===== config.mk =====
export PLATFORM = sky130hd
export DESIGN_NAME = pipeline_ctrl
export DESIGN_NICKNAME = d
export VERILOG_FILES = /design/src/rtl/pipe_ctrl_pkg.sv /design/src/rtl/pipeline_ctrl_hazard_detect.sv /design/src/rtl/pipeline_ctrl.sv
export SDC_FILE = /design/constraint.sdc
export NUM_CORES = 1
export LEC_CHECK = 0
export ABC_AREA = 0
export BUFFER_PORTS_ARGS = -buffer_cell sky130_fd_sc_hd__buf_2
export CAP_MARGIN = 25
export CORE_AREA = 2 2 78 80
export CTS_BUF_LIST = sky130_fd_sc_hd__clkbuf_8 sky130_fd_sc_hd__clkbuf_16
export DETAILED_ROUTE_END_ITERATION = 16
export DIE_AREA = 0 0 80 82
export PLACE_DENSITY_LB_ADDON = 0.15
export SLEW_MARGIN = 20
export SYNTH_ARGS = -nofsm -noshare
export SYNTH_HDL_FRONTEND = slang
export SYNTH_SLANG_ARGS = --single-unit

===== constraint.sdc =====
create_clock -name clk_i -period 4.7 [get_ports clk_i]
set_input_delay 0.235 -clock clk_i [delete_from_list [all_inputs] [get_ports clk_i]]
set_output_delay 0.235 -clock clk_i [all_outputs]
set_load 0.01 [all_outputs]

===== src/rtl/pipe_ctrl_pkg.sv =====
`default_nettype none
// ============================================================================
//  Module      : pipe_ctrl_pkg
//  Description : Shared types and constants for the pipeline sequencer:
//                FSM state encoding, register-address width, x0 address.
//  Revision    : 1.0  initial release
// ============================================================================
package pipe_ctrl_pkg;

    localparam int REG_ADDR_W = 5;

    localparam logic [REG_ADDR_W-1:0] X0_ADDR = '0;

    typedef enum logic [1:0] {
        IDLE     = 2'd0,
        RUN      = 2'd1,
        MEM_WAIT = 2'd2,
        HALT     = 2'd3
    } state_t;

endpackage : pipe_ctrl_pkg
`default_nettype wire


===== src/rtl/pipeline_ctrl_hazard_detect.sv =====
`default_nettype none
// ============================================================================
//  Module      : hazard_detect
//  Description : Load-use hazard compare between the load in EX and the
//                source registers of the instruction in ID. A load to x0
//                never creates a hazard.
//  Revision    : 1.0  initial release
// ============================================================================
module hazard_detect
    import pipe_ctrl_pkg::*;
(
    input  logic                  mem_read,
    input  logic [REG_ADDR_W-1:0] rd_addr,
    input  logic [REG_ADDR_W-1:0] rs1_addr,
    input  logic [REG_ADDR_W-1:0] rs2_addr,
    input  logic                  uses_rs2,
    output logic                  load_use
);

    logic rs1_match;
    logic rs2_match;

    assign rs1_match = (rd_addr == rs1_addr);
    assign rs2_match = uses_rs2 && (rd_addr == rs2_addr);

    // Hazard only when the EX load writes a real register the ID stage reads
    assign load_use = mem_read && (rd_addr != X0_ADDR) && (rs1_match || rs2_match);

endmodule : hazard_detect
`default_nettype wire


===== src/rtl/pipeline_ctrl.sv =====
`default_nettype none
// ============================================================================
//  Module      : pipeline_ctrl
//  Description : Central sequencer for the 5-stage pipeline registers and PC.
//                Produces per-stage write enables, the ID_EX bubble and the
//                IF_ID flush; tracks data-cache stalls with a timeout
//                watchdog and keeps saturating stall / flush counters.
//  Revision    : 1.0  initial release
// ============================================================================
module pipeline_ctrl
    import pipe_ctrl_pkg::*;
#(
    parameter int MEM_TIMEOUT = 255,
    parameter int STALL_CNT_W = 32,
    parameter int FLUSH_CNT_W = 16
) (
    input  logic                   clk_i,
    input  logic                   rst_i,
    input  logic                   start_i,
    input  logic [REG_ADDR_W-1:0]  ID_rs1addr_i,
    input  logic [REG_ADDR_W-1:0]  ID_rs2addr_i,
    input  logic                   ID_usesRs2_i,
    input  logic                   EX_MemRead_i,
    input  logic [REG_ADDR_W-1:0]  EX_RDaddr_i,
    input  logic                   branch_taken_i,
    input  logic                   dcache_req_i,
    input  logic                   dcache_ack_i,
    output logic                   PC_write_o,
    output logic                   IF_ID_write_o,
    output logic                   IF_ID_flush_o,
    output logic                   ID_EX_write_o,
    output logic                   ID_EX_bubble_o,
    output logic                   EX_MEM_write_o,
    output logic                   MEM_WB_write_o,
    output logic [1:0]             state_o,
    output logic                   halt_o,
    output logic [STALL_CNT_W-1:0] stall_cnt_o,
    output logic [FLUSH_CNT_W-1:0] flush_cnt_o
);

    localparam int WAIT_W = $clog2(MEM_TIMEOUT + 1);

    state_t            state;
    state_t            state_next;
    logic [WAIT_W-1:0] wait_cnt;
    logic [WAIT_W-1:0] wait_inc;
    logic              wait_expired;
    logic              active;
    logic              mem_stall;
    logic              hazard;
    logic              load_use;
    logic              stall_event;

    hazard_detect u_hazard_detect (
        .mem_read (EX_MemRead_i),
        .rd_addr  (EX_RDaddr_i),
        .rs1_addr (ID_rs1addr_i),
        .rs2_addr (ID_rs2addr_i),
        .uses_rs2 (ID_usesRs2_i),
        .load_use (hazard)
    );

    assign active    = (state == RUN) || (state == MEM_WAIT);
    assign mem_stall = active && dcache_req_i && !dcache_ack_i;

    // A cache stall outranks the load-use hazard, which only matters in RUN
    assign load_use    = (state == RUN) && !mem_stall && hazard;
    assign stall_event = mem_stall || load_use;

    // The wait counter never passes MEM_TIMEOUT, so the increment cannot wrap
    assign wait_inc     = wait_cnt + WAIT_W'(1);
    assign wait_expired = (wait_inc == WAIT_W'(MEM_TIMEOUT));

    // State register
    always_ff @(posedge clk_i or posedge rst_i) begin
        if (rst_i) begin
            state <= IDLE;
        end else begin
            state <= state_next;
        end
    end

    // Next-state selection; start_i is ignored while waiting on the cache
    always_comb begin
        state_next = state;
        case (state)
            IDLE: begin
                if (start_i) state_next = RUN;
            end
            RUN: begin
                if (mem_stall)     state_next = MEM_WAIT;
                else if (!start_i) state_next = IDLE;
            end
            MEM_WAIT: begin
                if (!mem_stall)        state_next = RUN;
                else if (wait_expired) state_next = HALT;
            end
            HALT: begin
                state_next = HALT;
            end
            default: state_next = IDLE;
        endcase
    end

    // Stage enables, bubble and flush decoded from state and hazards
    always_comb begin
        PC_write_o     = 1'b0;
        IF_ID_write_o  = 1'b0;
        IF_ID_flush_o  = 1'b0;
        ID_EX_write_o  = 1'b0;
        ID_EX_bubble_o = 1'b0;
        EX_MEM_write_o = 1'b0;
        MEM_WB_write_o = 1'b0;
        if (active && !mem_stall) begin
            ID_EX_write_o  = 1'b1;
            EX_MEM_write_o = 1'b1;
            MEM_WB_write_o = 1'b1;
            if (load_use) begin
                // Hold PC/IF_ID, inject a bubble; the branch waits for replay
                ID_EX_bubble_o = 1'b1;
            end else begin
                PC_write_o    = 1'b1;
                IF_ID_write_o = 1'b1;
                IF_ID_flush_o = (state == RUN) && branch_taken_i;
            end
        end
    end

    // Consecutive MEM_WAIT stall cycles; cleared whenever MEM_WAIT is left
    always_ff @(posedge clk_i or posedge rst_i) begin
        if (rst_i) begin
            wait_cnt <= '0;
        end else if ((state == MEM_WAIT) && mem_stall && (state_next == MEM_WAIT)) begin
            wait_cnt <= wait_inc;
        end else begin
            wait_cnt <= '0;
        end
    end

    // Saturating count of stalled cycles (cache stall or load-use)
    always_ff @(posedge clk_i or posedge rst_i) begin
        if (rst_i) begin
            stall_cnt_o <= '0;
        end else if (stall_event && (stall_cnt_o != '1)) begin
            stall_cnt_o <= stall_cnt_o + STALL_CNT_W'(1);
        end
    end

    // Saturating count of IF_ID flushes
    always_ff @(posedge clk_i or posedge rst_i) begin
        if (rst_i) begin
            flush_cnt_o <= '0;
        end else if (IF_ID_flush_o && (flush_cnt_o != '1)) begin
            flush_cnt_o <= flush_cnt_o + FLUSH_CNT_W'(1);
        end
    end

    assign state_o = state;
    assign halt_o  = (state == HALT);

endmodule : pipeline_ctrl
`default_nettype wire


**Yosys cells after proc, flatten, opt, wreduce, memory -nomap -nowiden**

Index checks and enable logic that the tools add are counted.

- $add $sub $neg: 3
- Equality and inequality tests: 9
- Mux-type cells: 14
- Reductions and logical operators: 20

Operators with widths:

| operator | count |
|---|---|
| $add 32x1->32 const B | 1 |
| $ne 32x32->1 const B | 1 |
| $add 16x1->16 const B | 1 |
| $ne 16x16->1 const B | 1 |
| $logic_and 1x1->1 | 13 |
| $eq 5x5->1 | 2 |
| $mux 2 | 5 |
| $add 8x1->8 const B | 1 |
| $eq 8x8->1 const B | 1 |
| $mux 8 | 1 |
| $pmux 2 s4 | 1 |
| $mux 1 | 7 |
| $eq 2x2->1 const B | 3 |
| $reduce_bool 5->1 | 1 |
| $logic_or 1x1->1 | 3 |
| $eq 2x1->1 const B | 1 |
| $logic_not 1->1 | 2 |
| $logic_not 2->1 | 1 |

- Register bits: 58
- Output and inout bits: 58
- Word-level logic and storage cells: 50

**Longest topological paths before layout**

- Word-level depth: 10
- Gate-level depth with buffers: 10
- Mapped depth without buffers: 9

**By module**

Synthesis repeated with hierarchy kept, for this count alone.

- Cell total of the unflattened synthesis: 318
- Area total of the unflattened synthesis: 3,203.1 µm²

By module, submodules not included:

| module | times used | cells each | area an instance (µm²) |
|---|---|---|---|
| pipeline_ctrl | 1 | 301 | 3,070.4 |
| hazard_detect | 1 | 17 | 132.6 |

**Least setup slack after synthesis**

Ideal clock, no wire load.

- Kind: register -> register
- Start: register state[0], in the netlist state_o[0]
- End: register flush_cnt_o[15]
- Data arrival time: 2.229 ns
- Slack: 2.346 ns
- Stages on the path, launching flop included: 10
- Buffers on the path: 2
- Period minus slack after synthesis: 2.354 ns
- Path through: dfrtp_1 -> inv_1 -> ha_1 -> and3b_1 -> clkbuf_1 -> nand2b_1 -> nor4_4 -> buf_6 -> nand4_1 -> xnor2_1

- Word-level cells in the longest chain between the ends: 10
- Elaborated cells between the ends (all ways): 13

Ends and longest elaborated chain:

| what | line | text |
|---|---|---|
| from (decl) | pipeline_ctrl.sv:43 | `state_t state;` |
| from (signal assigned) | pipeline_ctrl.sv:79 | `state <= state_next;` |
| $eq 2x1->1 or $eq 2x2->1 (tied branches) | pipeline_ctrl.sv:63, pipeline_ctrl.sv:67, pipeline_ctrl.sv:124 |  |
| $logic_or 1x1->1 | pipeline_ctrl.sv:63 | `assign active = (state == RUN) \|\| (state == MEM_WAIT);` |
| $logic_and 1x1->1 (2 in series) | pipeline_ctrl.sv:64 | `assign mem_stall = active && dcache_req_i && !dcache_ack_i;` |
| $logic_not 1->1 | pipeline_ctrl.sv:67, pipeline_ctrl.sv:114 |  |
| $logic_and 1x1->1 (2 in series) | pipeline_ctrl.sv:67 | `assign load_use = (state == RUN) && !mem_stall && hazard;` |
| $mux 1 | pipeline_ctrl.sv:118 | `if (load_use) begin` |
| $mux 1 (*) | pipeline_ctrl.sv:114 | `if (active && !mem_stall) begin` |
| $logic_and 1x1->1 (*) | pipeline_ctrl.sv:153 | `end else if (IF_ID_flush_o && (flush_cnt_o != '1)) begin` |
| to (signal assigned) | pipeline_ctrl.sv:154 | `flush_cnt_o <= flush_cnt_o + FLUSH_CNT_W'(1);` |
| to (decl) | pipeline_ctrl.sv:38 | `output logic [FLUSH_CNT_W-1:0] flush_cnt_o` |

Every way passes the cells marked *; elsewhere a longest branch is shown, timed or not.
A chain may end at the register's enable or synchronous reset.

**Final worst setup path**

- Start: register state[0], in the netlist state_o[0]
- End: register flush_cnt_o[13]

Same word-level chain as after synthesis.

==> results <==
- The run finished with clean final reports.
- The final estimated routing congestion in global placement is 0.751.
- The DRC violations left is 0.
- The fill cell instance count of the final layout is 478.
- The actual transition at the worst max-transition pin is 0.822 ns.
- The worst setup path is launched from a flip-flop.
- The dominant synthesized flop cell is sky130_fd_sc_hd__dfrtp_1.
- The yosys synthesis warning count is 0.
- The synthesized instance count is 306.
- The final sum of negative setup slack is 0 ns.
- The total power draw is 1.47 mW.
- The clock net in this run drives a total of 58 sinks.
- The power density over cell area is 389 nW/um^2.
- Global routing consumed, over all layers together, 21.2% of the routing resources.
- Averaged over all synthesized cells, the footprint is 10.2 sq um.
- Using the TritonRoute via totals, the vias-per-cell ratio works out to 5.48.
- Summing the sequential cell areas from Yosys gives 46.3% of the chip area.
- The root buffer cell chosen for the clock tree is sky130_fd_sc_hd__clkbuf_8.
- The peak ir drop on the vdd network is 0.308 mV.
- Relative to the synthesized area, the layout overhead comes to 20.9%.
- The final clock period utilization by the worst path is 56.9%.
- Once detail routing completed, the nets flagged for antenna violations numbered 0.
- The endpoint required time on the critical path is 4.92 ns.
- The clock-pin slew on the worst setup and hold paths is 0.07 ns.
- Of all nets on the critical path, the largest fanout is 16.
- The number of buffers added by the clock tree synthesis step is 9.
- Counting along the longest clock path gives a buffer depth of 2.
- The routed design has 6630 um of wire.
- The standard-cell row count is 28.
- The core region is 5750 sq um.
- In the global route stage, met2 resource usage came out at 35.8%.
- Counting I/O delays and the setup requirement, the final critical path takes 2.67 ns.
- The final routed wire length divided by cell count is 14.2 um.
- Setup violations remaining at the end of the flow were counted as 0.
- The highest clock frequency the design can meet is 0.374 GHz.
- In this run the register-to-register setup slack is 2.03 ns.
- The element type at the critical path end is a flip-flop.
- The die is 82 um tall.
- The signal on the critical path passes through inv_1, ha_1, and3b_1, nand2b_1, nor4_4, nand4b_1, xnor2_1.
- The number of nets in the layout is 418.
- Entering global routing, the biggest net connects 59 pins.
- Summing all multi-input logic gate instances after layout gives 1550 sq um.
- CTS built an H-tree with a depth of 3.
- The max-slew violation total from the final report is 0.
- The number of max-cap violations is 0.
- The number of global-route vias before repair came to 2374.
- Across the routed clock network, the largest skew measured is 0.00918 ns.
- Yosys mapped a number of flops with a built-in enable equal to 0.
- During placement, the flow inserted port buffers numbering 80.
- For this configuration, the core starts out at a cell density of 54.5%.
- Once the clock tree was built, the setup fixing pass inserted 0 buffers.
- The class of the tightest hold or removal check is input pin to asynchronous set/reset pin.
- The routing usage on met3 is 5.27%.
- The synthesis-stage register bit count is 58.
- The global-route wire length before repair is 10700 um.
- The post-synthesis cell area is 3130 sq um.
- The initial antenna violation count is 0.
- The met1 routing resource usage after global routing is 25.6%.
- The global routing's busiest layer is met2.
- The quantity of gates resized following cts is 0.
- Hold repair after CTS inserted 0 buffers.
- The sequential cells in the finished layout cover a total of 1450 sq um.
- The reported leakage power is 1.79 nW.
- During I/O placement, the number of pins put on the boundary was 81.
- The setup path with the least slack is of type flip-flop to flip-flop.
- The async set-or-reset flop fraction in the synthesized netlist is 100%.
- In this run, the number of DRC markers left after iteration 0 of detailed routing was 137.
- The clock insertion delay at the later pin of the skew report is 0.33 ns.
- Across all layers, the routed design uses 2561 vias.
- The antenna diode count is 0.
- Summed over all layers, the global routing overflow is 0.
- In this run, distinct cell masters in the synthesized netlist total 45.
- The total half-perimeter wirelength after legalization and detailed placement is 4680 um.
- At the worst endpoint, the arrival time is 2.89 ns.
- The cell with the biggest individual delay on the critical path is sky130_fd_sc_hd__nor4_4.
- The hold violation total from the final report is 0.
- The number of iterations in the first detailed-routing pass is 4.
- The number of nets produced by synthesis is 337.
- Setup repair after global routing left no endpoint under its margin.
- In this run the tightest slew margin relative to its limit is 44.8%.
- The floorplan step defined a die boundary enclosing 6560 sq um.
- The fraction of layout instances using a drive strength above 1 is 27.6%.
- The CTS tree is done.
- The horizontal die dimension is 80 um.
- For this run, the slowest stage of the critical path takes 0.76 ns.
[critical path: cells and delay by family (launching register included)]
kind	cells	cell delay, ns
simple gates	4	1.55
flops	1	0.42
fa+ha+maj	1	0.31
xor+xnor	1	0.19
buf+inv	1	0.10
[layer usage]
metal	wire length, um	up-vias
li1	-	1227
met4	117	0
met2	3230	84
met5	0	-
met3	464	14
met1	2820	1236
[registers in the layout, summed over array words and instances, names as in the netlist]
register     cells
stall_cnt_o     32
wait_cnt         8
flush_cnt_o     16
state_o          2
[layout by cell type, fill, tap and decap left out, types with 3 or more instances in the layout]
cell	count
sky130_fd_sc_hd__and4_1	3
sky130_fd_sc_hd__and2_1	3
sky130_fd_sc_hd__xnor2_1	47
sky130_fd_sc_hd__nand4_1	24
sky130_fd_sc_hd__a21oi_1	3
sky130_fd_sc_hd__dfrtp_1	58
sky130_fd_sc_hd__buf_2	80
sky130_fd_sc_hd__nor2_1	23
sky130_fd_sc_hd__clkbuf_8	11
sky130_fd_sc_hd__o21ai_0	3
sky130_fd_sc_hd__inv_1	15
sky130_fd_sc_hd__and3_1	11
sky130_fd_sc_hd__nand2_1	22
sky130_fd_sc_hd__nand3_1	19
sky130_fd_sc_hd__xor2_1	15
sky130_fd_sc_hd__nor3_1	8
sky130_fd_sc_hd__ha_1	8
[final timing paths]
check | from | to | cells past startpoint
max | state_o[0]$_DFF_PP0_ | flush_cnt_o[13]$_DFFE_PP0P_ | 7
min | rst_i | stall_cnt_o[26]$_DFFE_PP0P_ | 3
max reg2reg | state_o[0]$_DFF_PP0_ | flush_cnt_o[13]$_DFFE_PP0P_ | 7
min reg2reg | stall_cnt_o[31]$_DFFE_PP0P_ | stall_cnt_o[31]$_DFFE_PP0P_ | 1
max in group asynchronous | rst_i | stall_cnt_o[6]$_DFFE_PP0P_ | 3
min in group clk_i | start_i | state_o[1]$_DFF_PP0_ | 4
[per-stage QoR]
stage	std cells	cell area [sq um]	utilization (%)	hold WS (ns)	worst slack, ns
after floorplan	306	3130	-	0.423	2.35
after global placement	451	3560	61.9	0.473	2.14
after detailed placement	451	3560	61.9	0.482	2.04
after CTS	467	3790	65.9	0.128	2.02
after global routing	467	3790	65.9	0.180	1.82
final	467	3790	65.9	0.0970	2.03
[cells by family after synthesis]
kind of cell	synth area share [%]
simple gates	22.5
xor+xnor	17.3
flops	46.3
buf+inv	4.23
compound gates	5.71
fa+ha+maj	3.20
mux	0.719
[synth_stat cells, types with 2 or more instances]
library cell	count	area, sq um
sky130_fd_sc_hd__dfrtp_1	58	1450
sky130_fd_sc_hd__xnor2_1	47	412
sky130_fd_sc_hd__nand4_1	24	150
sky130_fd_sc_hd__nor2_1	23	86.3
sky130_fd_sc_hd__nand2_1	22	82.6
sky130_fd_sc_hd__nand3_1	19	95.1
sky130_fd_sc_hd__inv_1	15	56.3
sky130_fd_sc_hd__xor2_1	15	131
sky130_fd_sc_hd__and3_1	11	68.8
sky130_fd_sc_hd__ha_1	8	100
sky130_fd_sc_hd__nor3_1	8	40.0
sky130_fd_sc_hd__clkbuf_1	4	15.0
sky130_fd_sc_hd__a21oi_1	3	15.0
sky130_fd_sc_hd__and2_1	3	18.8
sky130_fd_sc_hd__and4_1	3	26.3
sky130_fd_sc_hd__buf_4	3	22.5
sky130_fd_sc_hd__buf_6	3	33.8
sky130_fd_sc_hd__o21ai_0	3	15.0
sky130_fd_sc_hd__mux2_2	2	22.5
sky130_fd_sc_hd__nand2b_1	2	12.5
sky130_fd_sc_hd__nand3_2	2	20.0
sky130_fd_sc_hd__nand4b_1	2	17.5
sky130_fd_sc_hd__nor2b_1	2	12.5
sky130_fd_sc_hd__o211ai_2	2	25.0
sky130_fd_sc_hd__o22ai_1	2	12.5
[report_power, final]
group,switching [mW],total [mW],internal (mW)
clock,0.200,0.526,0.326
sequential,0.0544,0.601,0.547
combinational,0.203,0.346,0.144
[area by class of cell]
class	instances	area share (%)
multi-input combinational	222	40.9
sequential	58	38.3
timing repair buffer	81	10.8
clock buffer	11	4.00
tap	75	2.48
clock inverter	5	2.05
inverter	15	1.49
No activity file was read; power rests on OpenSTA's default activity.
